## src/rtl/pipe_skid_stage.sv

```systemverilog
`default_nettype none
// ============================================================================
// Module   : pipe_skid_stage
// Purpose  : Parametrised valid/ready pipeline-stage register. A two-entry
//            skid buffer (main + skid) gives one payload per cycle with a
//            registered in_ready. A synchronous flush turns the stage into a
//            bubble.
// Revision : 1.0 - initial release
// ----------------------------------------------------------------------------
// Parameters
//   DATA_W    : payload width in bits (>= 1)
//   RESET_VAL : value loaded into main/skid on reset and on flush
//   CNT_W     : stall counter width (used only with PIPE_STALL_CNT_EN)
// Ports
//   CLK       : clock, rising edge
//   nRST      : asynchronous active-low reset
//   flush     : synchronous squash of all held entries
//   in_valid  : upstream has a payload
//   in_ready  : stage can accept (decoded from the state register only)
//   in_data   : upstream payload
//   out_valid : out_data holds a live payload
//   out_ready : downstream accepts out_data this cycle
//   out_data  : head payload, always the main register
//   level     : entries held (0, 1 or 2)
//   stall_cnt : saturating count of cycles with in_valid=1 and in_ready=0
// Build option
//   PIPE_STALL_CNT_EN : when defined, stall_cnt is implemented; otherwise it
//                       is tied to zero.
// ============================================================================
module pipe_skid_stage #(
    parameter int                 DATA_W    = 64,
    parameter logic [DATA_W-1:0]  RESET_VAL = '0,
    parameter int                 CNT_W     = 16
) (
    input  logic              CLK,
    input  logic              nRST,
    input  logic              flush,
    input  logic              in_valid,
    output logic              in_ready,
    input  logic [DATA_W-1:0] in_data,
    output logic              out_valid,
    input  logic              out_ready,
    output logic [DATA_W-1:0] out_data,
    output logic [1:0]        level,
    output logic [CNT_W-1:0]  stall_cnt
);

    typedef enum logic [1:0] {
        EMPTY = 2'd0,
        FULL  = 2'd1,
        SKID  = 2'd2
    } state_t;

    state_t            state_q, state_d;
    logic [DATA_W-1:0] main_q,  main_d;
    logic [DATA_W-1:0] skid_q,  skid_d;
    logic              accept;
    logic              emit;

    // Handshake outputs decode straight from the state register, so in_ready
    // has no combinational path from any input.
    assign in_ready  = (state_q != SKID);
    assign out_valid = (state_q != EMPTY);
    assign out_data  = main_q;
    assign accept    = in_valid & in_ready;
    assign emit      = out_valid & out_ready;

    always_comb begin
        level = 2'd0;
        case (state_q)
            FULL:    level = 2'd1;
            SKID:    level = 2'd2;
            default: level = 2'd0;
        endcase
    end

    always_ff @(posedge CLK or negedge nRST) begin
        if (!nRST) begin
            state_q <= EMPTY;
            main_q  <= RESET_VAL;
            skid_q  <= RESET_VAL;
        end else begin
            state_q <= state_d;
            main_q  <= main_d;
            skid_q  <= skid_d;
        end
    end

    always_comb begin
        state_d = state_q;
        main_d  = main_q;
        skid_d  = skid_q;
        if (flush) begin
            // Flush wins over everything; an accept this cycle is dropped.
            state_d = EMPTY;
            main_d  = RESET_VAL;
            skid_d  = RESET_VAL;
        end else begin
            case (state_q)
                EMPTY: begin
                    if (accept) begin
                        main_d  = in_data;
                        state_d = FULL;
                    end
                end
                FULL: begin
                    if (accept && emit) begin
                        main_d  = in_data;
                    end else if (accept) begin
                        // Head is stalled: park the newcomer behind it.
                        skid_d  = in_data;
                        state_d = SKID;
                    end else if (emit) begin
                        state_d = EMPTY;
                    end
                end
                SKID: begin
                    if (emit) begin
                        main_d  = skid_q;
                        state_d = FULL;
                    end
                end
                default: begin
                    state_d = EMPTY;
                end
            endcase
        end
    end

`ifdef PIPE_STALL_CNT_EN
    logic [CNT_W-1:0] cnt_q;

    // Cleared by reset only; flush intentionally leaves the count alone.
    always_ff @(posedge CLK or negedge nRST) begin
        if (!nRST) begin
            cnt_q <= '0;
        end else if (in_valid && !in_ready && (cnt_q != {CNT_W{1'b1}})) begin
            cnt_q <= cnt_q + CNT_W'(1);
        end
    end

    assign stall_cnt = cnt_q;
`else
    assign stall_cnt = '0;
`endif

endmodule
`default_nettype wire

```

## config.mk

```make
export PLATFORM = sky130hd
export DESIGN_NAME = pipe_skid_stage
export DESIGN_NICKNAME = d
export VERILOG_FILES = /design/src/rtl/pipe_skid_stage.sv
export SDC_FILE = /design/constraint.sdc
export NUM_CORES = 1
export LEC_CHECK = 0
export ABC_AREA = 1
export CAP_MARGIN = 20
export CORE_MARGIN = 2
export CORE_UTILIZATION = 40
export DETAILED_ROUTE_END_ITERATION = 10
export HOLD_SLACK_MARGIN = 0.12
export MAX_ROUTING_LAYER = met4
export PLACE_DENSITY = 0.74
export SYNTH_ARGS = -nofsm -noshare
export SYNTH_HDL_FRONTEND = slang
export SYNTH_SLANG_ARGS = --single-unit
```

## constraint.sdc

```tcl
create_clock -name CLK -period 2.2 [get_ports CLK]
set_clock_uncertainty 0.05 [all_clocks]
set_input_delay 0.44 -clock CLK [delete_from_list [all_inputs] [get_ports CLK]]
set_output_delay 0.44 -clock CLK [all_outputs]
set_load 0.03 [all_outputs]
```

## Word-level counts from Yosys, hierarchy flattened

Cells that the tools add are included.

- Input port bits: 69
- Memories kept: 0
- Output and inout bits: 84
- Bits in latches: 0
- Word-level logic and storage cells: 39
- Register bits: 130
- Bits in writable memories: 0
- Bits in read-only memories: 0

- Reduce and logical (&&, ||, !) cells: 9
- $add $sub $neg: 0
- Shift operators: 0
- Magnitude comparators: 0
- Equality and inequality tests: 9
- Multiplexer cells: 16
- Divide/modulo/power cells: 0
- Bitwise logic cells: 2
- $mul: 0

Operators with widths:

| kind | count |
|---|---|
| $mux W64 | 7 |
| $pmux W64 S3 | 1 |
| $mux W2 | 6 |
| $ne A3 B3 Y1 const B | 4 |
| $reduce_and A4 Y1 | 2 |
| $pmux W2 S3 | 1 |
| $reduce_bool A2 Y1 | 3 |
| $ne A2 B2 Y1 const B | 2 |
| $ne A4 B4 Y1 const B | 1 |
| $pmux W2 S2 | 1 |
| $reduce_bool A4 Y1 | 1 |
| $reduce_and A3 Y1 | 1 |
| $and A1 B1 Y1 | 2 |
| $eq A2 B1 Y1 const B | 1 |
| $eq A2 B2 Y1 const B | 1 |
| $logic_not A2 Y1 | 1 |
| $logic_and A1 B1 Y1 | 1 |

## Depth between registers and ports, before layout

- Word-level depth: 7
- Gate-level depth with buffers: 9
- Gate-level depth less buffers: 7

## Worst setup path after synthesis

No wires, ideal clock.

- Kind: register to output
- From: reg state_q[1]
- To: out level[1]
- Buffers on the path: 3
- Arrival: 1514 ps
- Required time: 1710 ps
- Slack: 196 ps
- Cell stages (with the launch flop): 6
- Cells stage by stage: dfrtp_1 buf_2 nand2_1 buf_4 clkbuf_1 inv_1

- Cells in the longest elaborated chain, start to end: 2
- Elaborated cells between the ends (all ways): 3
- Classes of those cells: 2 x eq/ne; 1 x mux

RTL lines:

| what | RTL line | RTL |
|---|---|---|
| from (decl) | 54 | `state_t state_q, state_d;` |
| from (signal assigned) | 83 | `state_q <= state_d;` |
| $eq A2 B2 Y1 / $eq A2 B1 Y1 (equally long branches) | 70 | `case (state_q)` |
| $pmux W2 S2 (*) | 70 |  |
| to (decl) | 44 | `output logic [1:0] level,` |

Every way passes the cells marked *; elsewhere a longest branch is shown, timed or not.

## Worst setup path after layout

- From: reg state_q[1]
- To: out out_valid

- Cells in the longest elaborated chain, start to end: 1

RTL lines:

| what | RTL line | RTL |
|---|---|---|
| $reduce_bool A2 Y1 | 63 | `assign out_valid = (state_q != EMPTY);` |
| to (decl) | 41 | `output logic out_valid,` |

No other way between the ends.

==> flow_summary.yaml <==
clock_network:
  clock_sinks: 130
  cts_buffer_depth: 2
  ctsRootBufferMaster: "clkbuf_16"
  worstSkewPairLatency_ns: 0.41
  clk_pin_slew_worst_paths_ns: 0.05
  htreeDepth: 4
  cts_tree: "done"
  cts_made_buffers: 17
power:
  p_leak_nw: 3.692
  p_per_area_mw_per_mm2: 940.6
  ir_drop_mv: 0.4873
worst_setup_path:
  r2r_slack_ns: 0.53
  end_kind: "output pin"
  slowest_stage: "dfrtp_2"
  critPathArrivalTime_ns: 1.55
  r2r-start: "state_q[0]$_DFFE_PN0P_"
  critPathLaunch: "state_q[1]$_DFFE_PN0P_"
  crit_type: "flip-flop to output pin"
  worstPathRequired_ns: 1.71
  r2r_end: "state_q[1]$_DFFE_PN0P_"
  rr_worst_depth: 7
  critPathMaxStageDelay_ns: 0.48
  cp_max_fo: 8
  start_kind: "flip-flop"
  crit_chain: "nor2_1 -> inv_1 -> dlygate4sd2_1"
place:
  placed_cell_area_mm2: 0.007635
  dp_hpwl_um: 9417
  placed_cells: 1036
  gp_congestion: 0.8009
  portBuffers: 136
cells_and_area:
  fin_nets: 937
  layout-drive-gt1-share_pct: 6.697
  antenna-diode-count: 0
  stdcell_count: 1069
  area_delta_synth_final_pct: 35.26
  fillers: 1366
  utilization_pct: 55.12
  final_cell_mix: "o21ai_0, inv_1, clkdlybuf4s50_1"
  design_area_mm2: 0.008318
  final_common_cell: "o21ai_0"
synth:
  yosys_warnings: 0
  syn_area_mm2: 0.006150
  avgSynthCellArea_um2: 8.156
  synth.distinct_cells: 21
  synthCells: 754
  synth_area_leaders: "dfrtp_1, o21ai_0, inv_1"
  synth_top_area_cell: "dfrtp_1"
  yosysSeqAreaShare_pct: 52.90
  yosysTopAreaCellShare_pct: 52.90
  ys_ff_latch: 130
detailed_routing:
  vias_per_cell: 4.892
  ant_nets: 0
  routedWlPerCell_um: 14.06
  drt_first_pass_iters: 7
  num_vias: 5230
  drc: 0
  wl_um: 15030
  dr.first_iter.drc_count: 341
floorplanning:
  die-width_um: 128.0
  die_y_um: 128.0
  fp.coreArea_mm2: 0.01509
  die_area_mm2: 0.01638
  io_pins: 153
  rows: 45
  initial_utilization_pct: 40.75
timing:
  fmax_mhz: 490.7
  fin_crit_sh_pct: 92.63
  grt_setup_unrepaired: "no"
  setup_violations: 0
  hold_viol: 0
  slew_viol_final: 0
  post-route-min-period_ns: 2.038
  whs_ns: 0.3555
  fin_tns_setup_ns: 0
run_status:
  status: "finished clean"
global_route:
  grt_pass1_vias: 4880
  grt_antenna_before_repair: 0
  grt_remaining_overflow: 0
  grt_pass1_wl_um: 24580
  track_usage_pct: 19.49
  grt_max_degree: 79
min_path:
  whs_path_depth: 4
  hold_path.class: "input port to flip-flop"
  hold_start: "flush"
  min_to: "state_q[1]$_DFFE_PN0P_"
flow_run:
  maxCapViolCount: 0
cells by family after synthesis:
family	after synthesis	share of synthesized area (%)
simple gates	154	11.09
other cells	1	0.06098
compound gates	262	21.42
buf+inv	207	14.53
flops	130	52.90
critical path: cells and delay by family (launching register included):
family / cells / cell delay, ns
AND/OR/NAND/NOR: 1 / 0.23
buffers and inverters: 2 / 0.42
flip-flops: 1 / 0.48
flip-flops by register name, indices dropped and copies added (netlist names):
name and count:
skid_q 64, out_data 64, state_q 2
report_power, final:
group	switching (mW)	internal, mW	total (mW)
clock network	1.05	2.15	3.20
logic	1.12	0.684	1.81
registers	0.161	2.66	2.82
total	2.33	5.49	7.82
worst max-delay path by stage:
stage,endpoint,cells after the start
floorplan,level[1],5
global placement,out_data[44]$_DFFE_PN0P_,7
detailed placement,out_data[42]$_DFFE_PN0P_,7
CTS,out_valid,3
global route,out_valid,3
finish,out_valid,3
cell usage after synthesis:
library cell and n:
o21ai_0 163, inv_1 134, dfrtp_1 130, nand2_1 75, nand3_1 68, a21oi_1 66
o21ai_1 31, clkbuf_1 27, buf_2 20, buf_4 18, nor2_1 7, buf_1 3
buf_6 3, nor2_4 2, clkbuf_2 1, conb_1 1, inv_2 1, nand4_1 1
nor3_1 1, o21ai_2 1, o21bai_1 1
routing by layer:
metal  wire [um]  up-vias  part of all wire (%)  track usage (%)
met5           0        -                     0                -
met3         573       19                   3.8            3.965
met1        6928     2443                    46            24.89
li1            -     2640                     -                -
met4         233        0                   1.6            6.658
met2        7296      128                    49            31.14
final cells by class:
cell class	instances	area (um2)	share of cell area, %
flip-flops and latches	130	3254	39.12
multi-input cells	432	2087	25.09
repair buffers	152	1560	18.76
inverters	135	506.7	6.092
clock buffers	18	439.2	5.280
clock inverters	14	235.2	2.828
well taps	188	235.2	2.828
per-stage QoR:
stage	total power, mW	worst slack [ns]
final	7.824	0.1621
after global routing	8.182	0.1094
after CTS	7.900	0.1459
after detailed placement	4.677	0.1320
after global placement	4.658	0.1901
after floorplan	3.879	0.1960
what timing repair did:
action | CTS | global route
setup buffers | 0 | 0
setup endpoints to repair | 2 | 0
endpoints found under the hold margin | 38 | 0
gates resized for setup | 3 | 0
hold buffers | 1 | 0
(Power assumes the default switching activity.)
